**config.mk**
```make
export PLATFORM = sky130hd
export DESIGN_NAME = i2s_ws_sequencer
export DESIGN_NICKNAME = d
export VERILOG_FILES = /design/src/rtl/i2s_ws_sequencer.sv
export SDC_FILE = /design/constraint.sdc
export NUM_CORES = 1
export LEC_CHECK = 0
export BUFFER_PORTS_ARGS = -buffer_cell sky130_fd_sc_hd__clkbuf_2
export CAP_MARGIN = 25
export CORE_MARGIN = 5
export CORE_UTILIZATION = 38
export DETAILED_ROUTE_END_ITERATION = 16
export GPL_TIMING_DRIVEN = 0
export MAX_ROUTING_LAYER = met4
export SLEW_MARGIN = 20
export SYNTH_ARGS = -nofsm -noshare
export SYNTH_HDL_FRONTEND = slang
export SYNTH_SLANG_ARGS = --single-unit
export TNS_END_PERCENT = 100
```
**constraint.sdc**
```tcl
create_clock -name sck -period 2.4 [get_ports sck]
set_clock_uncertainty 0.05 [all_clocks]
set_input_delay 0 -clock sck [delete_from_list [all_inputs] [get_ports sck]]
set_output_delay 0 -clock sck [all_outputs]
set_load 0.02 [all_outputs]
```
**src/rtl/i2s_ws_sequencer.sv**
```systemverilog
// I2S master ws/frame sequencer with a single-entry valid/ready frame buffer.
// Build option I2S_WS_SEQ_OVR_DROP_EN: on overrun keep the held frame, drop the new one.
module i2s_ws_sequencer #(
   parameter int SLOT_BITS   = 32,
   parameter int CAPTURE_DLY = 3
) (
   input  logic        sck,
   input  logic        rst_n,
   input  logic        enable,
   input  logic        ovr_clr,
   input  logic [31:0] data_left,
   input  logic [31:0] data_right,
   output logic        ws,
   output logic        m_valid,
   input  logic        m_ready,
   output logic [31:0] m_left,
   output logic [31:0] m_right,
   output logic [15:0] frame_cnt,
   output logic        overrun,
   output logic [7:0]  overrun_cnt,
   output logic        busy
);

   localparam int BW = $clog2(SLOT_BITS);
   localparam int CW = $clog2(CAPTURE_DLY + 1);
   localparam logic [BW-1:0] LAST = BW'(SLOT_BITS - 1);
   localparam logic [CW-1:0] DLY  = CW'(CAPTURE_DLY);
   localparam logic [CW-1:0] ONE  = CW'(1);

   typedef enum logic [2:0] {IDLE, SYNC, RUN, DRAIN, FLUSH} state_t;

   state_t          state, state_nxt;
   logic [BW-1:0]   bit_cnt, bit_nxt;
   logic            ws_nxt;
   logic            fall;
   logic            start;
   logic [CW-1:0]   dly_cnt;
   logic            prime;
   logic            cap_vld;
   logic [31:0]     cap_left, cap_right;
   logic            sample;
   logic            accept;
   logic            ovr_ev;

   assign sample = (dly_cnt == ONE);
   assign accept = !m_valid || m_ready;
   assign ovr_ev = cap_vld && !accept;
   assign busy   = (state != IDLE);

   always_ff @(posedge sck or negedge rst_n) begin
      if (!rst_n) begin
         state   <= IDLE;
         ws      <= 1'b0;
         bit_cnt <= '0;
      end else begin
         state   <= state_nxt;
         ws      <= ws_nxt;
         bit_cnt <= bit_nxt;
      end
   end

   always_comb begin
      state_nxt = state;
      ws_nxt    = ws;
      bit_nxt   = bit_cnt;
      fall      = 1'b0;
      start     = 1'b0;
      unique case (state)
         IDLE: begin
            ws_nxt  = 1'b0;
            bit_nxt = '0;
            if (enable) begin
               state_nxt = SYNC;
               ws_nxt    = 1'b1;
               start     = 1'b1;
            end
         end
         SYNC: begin
            bit_nxt = bit_cnt + 1'b1;
            if (bit_cnt == LAST) begin
               bit_nxt   = '0;
               ws_nxt    = 1'b0;
               state_nxt = RUN;
            end
         end
         RUN, DRAIN: begin
            bit_nxt = bit_cnt + 1'b1;
            if (state == RUN && !enable)
               state_nxt = DRAIN;
            if (bit_cnt == LAST) begin
               bit_nxt = '0;
               ws_nxt  = ~ws;
               fall    = ws;
               if (state == DRAIN && ws)
                  state_nxt = FLUSH;
            end
         end
         FLUSH: begin
            ws_nxt  = 1'b0;
            bit_nxt = '0;
            // leave only once the last frame has reached the buffer
            if (dly_cnt == '0 && !cap_vld)
               state_nxt = IDLE;
         end
         default: state_nxt = IDLE;
      endcase
   end

   always_ff @(posedge sck or negedge rst_n) begin
      if (!rst_n) begin
         dly_cnt   <= '0;
         prime     <= 1'b1;
         cap_vld   <= 1'b0;
         cap_left  <= '0;
         cap_right <= '0;
      end else begin
         cap_vld <= 1'b0;
         if (fall)
            dly_cnt <= DLY;
         else if (dly_cnt != '0)
            dly_cnt <= dly_cnt - 1'b1;
         if (start) begin
            prime <= 1'b1;
         end else if (sample) begin
            if (prime) begin
               prime <= 1'b0;
            end else begin
               cap_vld   <= 1'b1;
               cap_left  <= data_left;
               cap_right <= data_right;
            end
         end
      end
   end

   always_ff @(posedge sck or negedge rst_n) begin
      if (!rst_n) begin
         m_valid     <= 1'b0;
         m_left      <= '0;
         m_right     <= '0;
         frame_cnt   <= '0;
         overrun     <= 1'b0;
         overrun_cnt <= '0;
      end else begin
         if (cap_vld && accept) begin
            m_left    <= cap_left;
            m_right   <= cap_right;
            m_valid   <= 1'b1;
            frame_cnt <= frame_cnt + 1'b1;
         end else if (ovr_ev) begin
`ifndef I2S_WS_SEQ_OVR_DROP_EN
            m_left  <= cap_left;
            m_right <= cap_right;
`endif
         end else if (m_valid && m_ready) begin
            m_valid <= 1'b0;
         end
         if (ovr_clr) begin
            overrun     <= ovr_ev;
            overrun_cnt <= {7'd0, ovr_ev};
         end else if (ovr_ev) begin
            overrun <= 1'b1;
            if (overrun_cnt != 8'hFF)
               overrun_cnt <= overrun_cnt + 1'b1;
         end
      end
   end

endmodule
```
[Word-level counts from Yosys, hierarchy flattened]
Index checks and enable logic that the tools add are counted.
Storage, ports and cells
  bits in registers: 167
  output and inout port bits: 92
Operators by class
  add/sub/neg operators: 4
  eq/ne operators: 12
  multiplexer cells: 35
  bitwise gates (word level): 3
  reductions and logical operators: 31
Operator list (count)
  $mux 32: 4
  $mux 8: 3
  $mux 3: 6
  $add 16x1->16 const B: 1
  $mux 1: 16
  $reduce_bool 2->1: 8
  $pmux 3 s4: 1
  $pmux 5 s2: 1
  $reduce_and 3->1: 3
  $add 8x1->8 const B: 1
  $ne 2x2->1 const B: 4
  $ne 8x8->1 const B: 1
  $eq 3x2->1 const B: 2
  $logic_and 1x1->1: 6
  $add 5x1->5 const B: 1
  $eq 5x5->1 const B: 1
  $mux 5: 1
  $logic_not 1->1: 4
  $mux 2: 2
  $pmux 1 s4: 1
  $reduce_and 2->1: 2
  $reduce_bool 4->1: 1
  $reduce_or 2->1: 2
  $eq 3x1->1 const B: 1
  10 further kinds: 12

[Longest topological paths before layout]
Gate-level depths: netlist of the first run.
  depth after elaboration: 6
  depth in mapped cells: 7

[Least setup slack after synthesis of the first run]
No wires, ideal clock.
  path kind: reg-to-reg
  from: register bit_cnt[0]
  to: register bit_cnt[2]
  arrival time: 1853 ps
  slack: 419 ps
  stages on the path, launching flop included: 7
  path buffers: 1
  clock period less this slack: 1981 ps
  cells stage by stage: dfrtp_1 > ha_1 > and3_1 > ha_1 > clkbuf_1 > or4b_2 > a21oi_1
On the way
  cells in the longest elaborated chain, start to end: 3
RTL lines
  from (decl): line 33  | logic [BW-1:0] bit_cnt, bit_nxt;
  from (signal assigned): line 58  | bit_cnt <= bit_nxt;
  $add 5x1->5 or $eq 5x5->1 (tied branches)
  $mux 5 (*): line 80, 90
  $pmux 5 s2 (*): line 68  | unique case (state)
Every way passes the cells marked *; elsewhere a longest branch is shown, timed or not.
A chain may end at the register's enable or synchronous reset.

[Worst setup path in the final report of the first run]
Ends and elaborated chain as after synthesis.

==> impl_metrics.csv, run 1 <==
group,metric,value,unit
finish,fin_cells,934,
power,p_total,12800,uW
die,core.rowCount,49,
logic_synthesis,synth_cells,443,
logic_synthesis,synthArstFlopShare,100,%
route,initialDrtViolationCount,186,
logic_synthesis,ys_dominant_reg_cell,"dfrtp_1",
finish,multi_input_area,0.00247,mm^2
logic_synthesis,synth_edf_count,0,
outcome,status,"finished, final reports clean",
clock_tree,cts_inserted_buffers,17,
worst_setup_path,end_kind,"flop",
route,drtPass1Iterations,4,
logic_synthesis,synth_cell_type_count,44,
worst_setup_path,cp-start-kind,"flop",
placement,placed_cells,833,
logic_synthesis,yosys.area.top_type,"dfrtp_1",
route,wl,15100,um
route,vias,4501,
die,fp.coreArea,0.0178,mm^2
power,power.density,1380,mW/mm^2
route,ant_nets,0,
sta,clock.fmax,462,MHz
logic_synthesis,synth_nets,518,
power,ir_worst_vdd,586,uV
job,drv_cap,0,
logic_synthesis,ys_seq_area_share,61.2,%
clock_tree,cts_resized,0,
worst_setup_path,rrSetupSlack,0.24,ns
global_route,first_global_vias,4857,
finish,fillCellCount,1516,
placement,place_hpwl,10500,um
die,die_width,144,um
global_route,grt_usage,15.4,%
logic_synthesis,syn-mean-instance-area,15.4,um^2
die,io_pins,161,
worst_setup_path,critPathSlowestCell,"or4b_2",
sta,rsz0062_at_grt,"no",
die,fp.dieH,144,um
finish,syn2layout_area_growth,35.8,%
global_route,grt_max_degree,94,
placement,dp_worst_setup_slack,0.234,ns
global_route,grt_pass1_wl,24600,um
sta,worst_slew_pin_slew,0.673,ns
die,initial_core_util,38.3,%
finish,num-nets-final,766,
sta,setup_tns,0,ns
sta,final.min_clock_period,2.16,ns
worst_setup_path,cp_data_required_time,2.69,ns
sta,fin_ws,0.236,ns
power,p_leak,0.00438,uW
finish,layout-drive-gt1-share,47.3,%
worst_setup_path,reg2reg_from,"bit_cnt[0]$_DFFE_PN0P_",
sta,relSlewSlack,55.1,%
worst_setup_path,worstPathArrival,2.46,ns
logic_synthesis,synth_common_cells,"166 x dfrtp_1, 81 x mux2_2, 49 x mux2_4",
sta,final_max_slew_viol_count,0,
global_route,gr-total-overflow,0,
sta,hold_violations,0,
min_path,hold_class,"in -> async",
logic_synthesis,synth_top_area_share,60.8,%
clock_tree,clk_latency,0.42,ns
worst_setup_path,reg2reg_to,"bit_cnt[2]$_DFFE_PN0P_",
logic_synthesis,ys_ff_latch,167,
clock_tree,htreeDepth,4,
clock_tree,cts_tree,"built",
clock_tree,clock_path_buffers,2,
sta,setup_violations,0,
clock_tree,clk_pin_slew,0.06,ns
worst_setup_path,crit_chain,"ha_1 > and3_1 > ha_1 > clkbuf_1 > or4b_2 > a21oi_1",
finish,seqCellArea,0.00418,mm^2
route,vias_per_cell,4.82,
sta,fin_crit_sh,90.2,%
clock_tree,cts-root-buf,"clkbuf_16",
worst_setup_path,worst-r2r-cell-count,6,
placement,port_buffers,160,
logic_synthesis,ys_top_cells_by_area,"dfrtp_1 61%, mux2_2 13%, mux2_4 11%",
worst_setup_path,crit_top_cell,"ha_1",
clock_tree,cts.sinks,167,
worst_setup_path,slowest_delay,0.65,ns
route,wl_per_cell,16.2,um
worst_setup_path,startpoint,"bit_cnt[0]$_DFFE_PN0P_",
logic_synthesis,synth_warnings,0,
worst_setup_path,crit_path_max_fanout,9,
route,drc_errors,0,
logic_synthesis,synth_most_common_cell,"dfrtp_1",
die,dieArea,0.0208,mm^2
global_route,grt_antenna_before_repair,0,
worst_setup_path,criticalPathCategory,"reg -> reg",
logic_synthesis,synth_area,0.00683,mm^2
placement,place_congestion,0.751,
[worst max-delay path, delay by kind of cell (launching register included)]
| kind | cells | cell delay, ns |
|---|---|---|
| compound gates | 1 | 0.16 |
| flops | 1 | 0.42 |
| buf+inv | 1 | 0.20 |
| simple gates | 2 | 0.85 |
| fa+ha+maj | 2 | 0.42 |
[placed cells by master (no fill, tap or decap), types with 2 or more instances in the layout]
cell type	netlist	final
nand2b_1	3	3
or3_1	2	2
nand2_1	10	10
xor2_1	4	4
inv_1	7	7
mux2_4	49	49
a21oi_1	6	6
clkbuf_8	0	4
nand3_1	9	9
o211ai_1	2	2
nand3b_1	2	2
nand4_1	8	8
mux2i_1	3	3
o22ai_1	2	2
clkinv_4	0	3
clkbuf_16	0	17
buf_12	5	5
dfrtp_1	166	166
o21ai_0	6	6
nor3_1	4	4
a21o_1	2	2
dlygate4sd3_1	0	68
bufinv_16	0	4
clkbuf_1	9	11
buf_1	2	2
xnor2_1	16	16
and3_1	5	5
nor2_1	12	12
mux2_2	81	81
clkbuf_2	0	159
and4_1	4	4
ha_1	6	6
[sequential cells by signal, indices dropped and copies added (netlist names)]
| name | flops |
|---|---|
| cap_right | 32 |
| state | 3 |
| cap_left | 32 |
| m_right | 32 |
| dly_cnt | 2 |
| frame_cnt | 16 |
| m_left | 32 |
| prime | 1 |
| bit_cnt | 5 |
| ws | 1 |
| overrun | 1 |
| overrun_cnt | 8 |
| cap_vld | 1 |
| m_valid | 1 |
[per-layer routing]
metal,vias up,GRT usage (%),wire length (um)
met3,14,3.57,634
met5,-,-,0
met4,0,4.96,178
met1,2301,18.9,6460
li1,2071,-,-
met2,115,25.4,7820
[through the flow]
step | cell area, um^2 | hold slack, ns | utilization (%)
detailed placement | 7960 | 0.0184 | 44.6
CTS | 9280 | 0.132 | 52.0
floorplan | 6830 | -0.346 | -
finish | 9280 | 0.106 | 52.0
global route | 9280 | 0.164 | 52.0
global placement | 7920 | 0.183 | 44.4
[timing repair]
action	4_1_cts	5_1_grt
buffers inserted	0	0
hold buffers	68	0
setup endpoints to repair	0	0
hold endpoints to repair	150	0
[power breakdown]
group / leakage, uW / internal (uW) / switching (uW) / total [uW]
combinational: 0.00205 / 2670 / 2360 / 5030
sequential: 0.00202 / 4120 / 735 / 4850
clock: 0.000311 / 1830 / 1110 / 2940
total: 0.00438 / 8620 / 4200 / 12800
[worst max path at each step]
stage                                 to  slack, ns  cells after the start
2_1_floorplan     bit_cnt[2]$_DFFE_PN0P_       0.42                      6
3_3_place_gp   frame_cnt[10]$_DFFE_PN0P_      -1.58                      1
3_5_place_dp      bit_cnt[2]$_DFFE_PN0P_       0.23                      6
4_1_cts           bit_cnt[2]$_DFFE_PN0P_       0.24                      6
5_1_grt           bit_cnt[2]$_DFFE_PN0P_       0.17                      6
6_report          bit_cnt[2]$_DFFE_PN0P_       0.24                      6
[area by class of cell]
class                           instances  share of cell area [%]
Sequential cell                       167                    45.0
Multi-Input combinational cell        251                    26.6
Timing Repair Buffer                  229                    16.4
Clock buffer                           22                    5.11
Tap cell                              229                    3.09
Clock inverter                         10                    1.81
Buffer                                 18                    1.70
Inverter                                7                   0.283
Antenna cell                            1                  0.0270
[kinds of logic (layout without fill, tap and decap cells)]
kind of cell | Yosys count | count (layout) | share of synthesized area (%)
flops | 167 | 167 | 61.2
mux | 133 | 133 | 24.6
simple gates | 68 | 68 | 5.71
buf+inv | 25 | 286 | 2.69
compound gates | 24 | 24 | 2.18
xor+xnor | 20 | 20 | 2.56
fa+ha+maj | 6 | 6 | 1.10
other cells | 0 | 1 | 0
(Power assumes the default switching activity.)
==> run 2, diff against run 1 <==
--- a/config.mk
+++ b/config.mk
@@ -8,10 +8,11 @@
 export BUFFER_PORTS_ARGS = -buffer_cell sky130_fd_sc_hd__clkbuf_2
 export CAP_MARGIN = 25
 export CORE_MARGIN = 5
-export CORE_UTILIZATION = 38
+export CORE_UTILIZATION = 45
 export DETAILED_ROUTE_END_ITERATION = 16
 export GPL_TIMING_DRIVEN = 0
 export MAX_ROUTING_LAYER = met4
+export PLACE_DENSITY = 0.69
 export SLEW_MARGIN = 20
 export SYNTH_ARGS = -nofsm -noshare
 export SYNTH_HDL_FRONTEND = slang
==> constraint.sdc (replaced) <==
create_clock -name sck -period 2.1 [get_ports sck]
set_clock_uncertainty 0.05 [all_clocks]
set_input_delay 0 -clock sck [delete_from_list [all_inputs] [get_ports sck]]
set_output_delay 0 -clock sck [all_outputs]
set_load 0.02 [all_outputs]
==> run 2 against run 1 <==
First-iteration DRC count is 3.2% lower. Critical path type unchanged. Global-route usage up 2.6 points. Cell area fell by 0.94%. Non-clock buffer count down 1. Maximum frequency increased by 9.1%. Combinational power increased by 14%. Largest cell class unchanged. Final cell count down 4.6%. Register-to-register slack got worse by 0.12 ns. Clock power grew 7.8%. Sequential power grew 14%. Via count fell by 1.4%.
==> impl_metrics.csv, run 2 (synthesis results as in run 1) <==
group,metric,value,unit
route,ant_nets,0,
worst_setup_path,worstPathArrival,2.28,ns
worst_setup_path,cp-start-kind,"flop",
global_route,grt_antenna_before_repair,0,
placement,place_area,0.00790,mm^2
clock_tree,cts-root-buf,"clkbuf_16",
route,vias,4438,
finish,syn2layout_area_growth,34.6,%
global_route,grt_max_degree,88,
worst_setup_path,crit_path_max_fanout,9,
worst_setup_path,cp_data_required_time,2.40,ns
global_route,gr-total-overflow,0,
route,initialDrtViolationCount,180,
sta,worst_slew_pin_slew,0.651,ns
placement,place_congestion,0.794,
worst_setup_path,rrSetupSlack,0.12,ns
die,fp.dieH,133,um
sta,relSlewSlack,56.6,%
worst_setup_path,critPathSlowestCell,"or4b_2",
clock_tree,cts.sinks,167,
sta,setup_tns,0,ns
sta,fin_crit_sh,94.5,%
finish,layout-drive-gt1-share,47.9,%
power,ir_worst_vdd,1220,uV
job,drv_cap,0,
die,core.rowCount,45,
route,vias_per_cell,4.98,
worst_setup_path,end_kind,"flop",
finish,n_antenna_cell,0,
worst_setup_path,slowest_delay,0.61,ns
global_route,grt_usage,18.0,%
global_route,first_global_vias,4876,
min_path,hold_class,"in -> async",
finish,final_cell_mix,"166 x dfrtp_1, 160 x clkbuf_2, 81 x mux2_2",
clock_tree,clock_path_buffers,2,
outcome,status,"finished, final reports clean",
clock_tree,cts_setup_buffers,0,
finish,final_area,0.00919,mm^2
global_route,grt_pass1_wl,24900,um
sta,rsz0062_at_grt,"no",
route,drc_errors,0,
worst_setup_path,crit_chain,"ha_1 > and3_1 > ha_2 > or4b_2 > a21oi_1",
sta,clock.fmax,504,MHz
die,dieArea,0.0177,mm^2
route,wl_per_cell,16.8,um
finish,mostFrequentLayoutCell,"dfrtp_1",
die,fp.coreArea,0.0150,mm^2
finish,num-nets-final,765,
clock_tree,cts_inserted_buffers,17,
clock_tree,cts_tree,"built",
sta,setup_violations,0,
die,die_width,133,um
sta,final.min_clock_period,1.98,ns
die,io_pins,161,
placement,place_hpwl,10100,um
power,p_total,14500,uW
clock_tree,clk_pin_slew,0.07,ns
sta,fin_hold_ws,0.109,ns
sta,hold_violations,0,
sta,final_max_slew_viol_count,0,
die,initial_core_util,45.4,%
placement,port_buffers,160,
worst_setup_path,criticalPathCategory,"reg -> reg",
route,drtPass1Iterations,4,
clock_tree,htreeDepth,4,
power,p_leak,0.00437,uW
route,wl,15000,um
clock_tree,clk_latency,0.42,ns
power,power.density,1570,mW/mm^2
-- run 2: worst max-delay path, delay by kind of cell (launching register included) --
kind / cells / cell delay [ns]
flops: 1 / 0.42
compound gates: 1 / 0.15
fa+ha+maj: 2 / 0.48
simple gates: 2 / 0.80
-- run 2: path summary, 6_finish.rpt --
path	start	to	cells after the start
setup reg to reg	bit_cnt[0]$_DFFE_PN0P_	bit_cnt[2]$_DFFE_PN0P_	5
hold reg to reg	frame_cnt[15]$_DFFE_PN0P_	frame_cnt[15]$_DFFE_PN0P_	1
max in group asynchronous	rst_n	frame_cnt[11]$_DFFE_PN0P_	3
min in group sck	data_left[19]	cap_left[19]$_DFFE_PN0P_	3
setup / recovery	bit_cnt[0]$_DFFE_PN0P_	bit_cnt[2]$_DFFE_PN0P_	5
hold / removal	rst_n	cap_left[20]$_DFFE_PN0P_	2
-- run 2: layout make-up --
cell class,instances,area [um^2]
Fill cell,1167,5840
Sequential cell,167,4180
Multi-Input combinational cell,251,2470
Timing Repair Buffer,229,1520
Clock buffer,20,467
Tap cell,188,235
Buffer,17,155
Clock inverter,12,141
Inverter,7,26.3
-- run 2: report_power, final --
group          switching (uW)  internal, uW
clock                    1310          1870
sequential                849          4700
combinational            2690          3060
total                    4850          9630
-- run 2: what timing repair did --
item                                    in CTS  in global routing
endpoints found under the hold margin      156                  0
gates cloned                                 0                  0
resized for setup                            0                  3
endpoints found under the setup margin       1                  2
hold buffers                                68                  0
-- run 2: per-stage QoR --
| stage | utilization, % | setup slack (ns) | std cells |
|---|---|---|---|
| after floorplan | - | 0.119 | 443 |
| after global placement | 52.3 | -1.81 | 791 |
| after detailed placement | 52.6 | -0.0447 | 792 |
| after CTS | 61.1 | 0.0406 | 891 |
| after global routing | 61.1 | 0.00972 | 891 |
| final | 61.1 | 0.116 | 891 |
-- run 2: metal layers --
| layer | global-route usage (%) | wire [um] |
|---|---|---|
| met1 | 22.2 | 6430 |
| met2 | 29.3 | 7640 |
| met3 | 4.68 | 651 |
| met4 | 6.00 | 274 |
| met5 | - | 0 |
==> run 3, diff against run 2 <==
--- a/config.mk
+++ b/config.mk
@@ -5,7 +5,7 @@
 export SDC_FILE = /design/constraint.sdc
 export NUM_CORES = 1
 export LEC_CHECK = 0
-export BUFFER_PORTS_ARGS = -buffer_cell sky130_fd_sc_hd__clkbuf_2
+export BUFFER_PORTS_ARGS = -buffer_cell sky130_fd_sc_hd__buf_2
 export CAP_MARGIN = 25
 export CORE_MARGIN = 5
 export CORE_UTILIZATION = 45
==> run 3 against run 2 <==
First-iteration DRC count increased by 1.7%. Clock power is 2% lower. Critical path depth stayed put. Via count grew 0.95%. Worst setup slack worse by 0.010 ns. Global-route usage rose by 0.40 points. Maximum frequency is 0.53% lower. Combinational power up 0.7%. Non-clock buffer count unchanged. Largest cell class unchanged.
==> impl_metrics.csv, run 3 (synthesis results as in run 1) <==
group,metric,value,unit
worst_setup_path,cp-start-kind,"flop",
worst_setup_path,rrSetupSlack,0.11,ns
job,drv_cap,0,
worst_setup_path,cp_top_family,"simple AND/OR/NAND/NOR gates",
worst_setup_path,path_depth,5,
outcome,status,"finished, final reports clean",
clock_tree,cts-root-buf,"clkbuf_16",
clock_tree,htreeDepth,4,
die,dieArea,0.0177,mm^2
global_route,grt_usage,18.4,%
power,switching_share,33.3,%
clock_tree,cts.sinks,167,
sta,setup_violations,0,
die,initial_core_util,45.4,%
power,p_leak,0.00435,uW
finish,final_area,0.00918,mm^2
route,drtPass1Iterations,4,
sta,rsz0062_at_grt,"no",
placement,place_hpwl,10300,um
global_route,grt_antenna_before_repair,1,
worst_setup_path,path_buf_inv,0,
sta,hold_violations,0,
worst_setup_path,criticalPathCategory,"reg -> reg",
finish,mostFrequentLayoutCell,"dfrtp_1",
worst_setup_path,endpoint,"bit_cnt[2]$_DFFE_PN0P_",
sta,relSlewSlack,56.0,%
power,seqPwrFrac,38.3,%
sta,clock.fmax,501,MHz
finish,final_cell_mix,"166 x dfrtp_1, 160 x buf_2, 81 x mux2_2",
route,drc_errors,0,
global_route,grt_pass1_wl,25600,um
die,core.rowCount,45,
worst_setup_path,crit_chain,"ha_1 > and3_1 > ha_2 > or4b_2 > a21oi_1",
die,die_width,133,um
global_route,grt_max_degree,94,
route,vias,4480,
worst_setup_path,startpoint,"bit_cnt[0]$_DFFE_PN0P_",
route,ant_nets,0,
sta,final_max_slew_viol_count,0,
die,fp.coreArea,0.0150,mm^2
worst_setup_path,reg2reg_from,"bit_cnt[0]$_DFFE_PN0P_",
route,vias_per_cell,5.02,
placement,place_area,0.00791,mm^2
power,power_switching,4800,uW
min_path,hold_class,"in -> async",
clock_tree,clk_pin_slew,0.06,ns
finish,num-nets-final,765,
worst_setup_path,worst-r2r-cell-count,5,
power,clkPwrFrac,21.6,%
worst_setup_path,reg2reg_to,"bit_cnt[2]$_DFFE_PN0P_",
worst_setup_path,end_kind,"flop",
worst_setup_path,worstPathArrival,2.29,ns
route,initialDrtViolationCount,183,
sta,fin_crit_sh,95.0,%
placement,place_congestion,0.789,
global_route,gr-total-overflow,0,
clock_tree,clock_path_buffers,2,
power,p_int,9630,uW
clock_tree,cts_tree,"built",
route,wl_per_cell,17.1,um
die,io_pins,161,
sta,final.min_clock_period,1.99,ns
finish,syn2layout_area_growth,34.4,%
worst_setup_path,slowest_delay,0.62,ns
worst_setup_path,crit_path_max_fanout,9,
worst_setup_path,critPathSlowestCell,"or4b_2",
clock_tree,cts_inserted_buffers,17,
clock_tree,clk_latency,0.42,ns
power,power.density,1570,mW/mm^2
route,wl,15200,um
placement,port_buffers,160,
finish,layout-drive-gt1-share,47.7,%
worst_setup_path,cp_data_required_time,2.39,ns
global_route,first_global_vias,5004,
power,ir_worst_vdd,943,uV
die,fp.dieH,133,um
power,p_comb_share,40.1,%
sta,worst_slew_pin_slew,0.660,ns
sta,fin_hold_ws,0.0866,ns
[run 3: changes by cell type in the layout (fill, tap and decap cells not counted), sizes merged]
cell / before / now
buf: 10 / 170
clkbuf: 188 / 30
clkinvlp: 1 / 2
diode: 0 / 1
inv: 11 / 8
[run 3: worst min path at each step]
stage | to | cells past startpoint | slack, ns
floorplan | bit_cnt[0]$_DFFE_PN0P_ | 0 | -0.35
global placement | cap_left[14]$_DFFE_PN0P_ | 2 | 0.18
detailed placement | cap_left[20]$_DFFE_PN0P_ | 1 | -0.04
CTS | cap_left[20]$_DFFE_PN0P_ | 2 | 0.09
global route | cap_left[20]$_DFFE_PN0P_ | 2 | 0.15
finish | cap_left[20]$_DFFE_PN0P_ | 2 | 0.09
[run 3: power by group through the flow]
stage | combinational (uW) | clock [uW] | sequential, uW
6_report | 5790 | 3120 | 5530
4_1_cts | 5870 | 3190 | 5530
2_1_floorplan | 3350 | 0 | 6260
5_1_grt | 6190 | 3330 | 5730
3_3_place_gp | 5560 | 0 | 5440
3_5_place_dp | 5740 | 0 | 5570
[run 3: routing by layer]
layer	vias up	global-route usage, %	part of all wire [%]
li1	2068	-	-
met1	2254	22.3	43
met2	127	30.4	50
met3	31	3.55	3.9
met4	0	7.83	3.0
met5	-	-	0
[run 3: final cells by class]
cell class,count,area [um^2]
antenna,1,2.50
buffer,17,155
clock buffer,22,474
clock inverter,10,120
fill,1143,5850
inverter,7,26.3
multi-input combinational,251,2470
sequential,167,4180
tap,188,235
timing repair buffer,229,1520
[run 3: per-stage QoR]
stage,setup slack (ns),TNS [ns],instances,util (%),power (uW)
after detailed placement,-0.0303,-0.0303,792,52.6,11300
after CTS,0.0353,0,891,61.0,14600
after global placement,-1.40,-230.90,791,52.3,11000
after floorplan,0.119,0,443,-,9610
final,0.106,0,892,61.1,14400
after global routing,0.0183,0,892,61.1,15200
[run 3: repair_timing]
action	CTS	global route
resized for setup	0	3
hold buffers	68	0
gates cloned	0	0
endpoints found under the setup margin	1	3
endpoints found under the hold margin	151	0
setup buffers	0	0
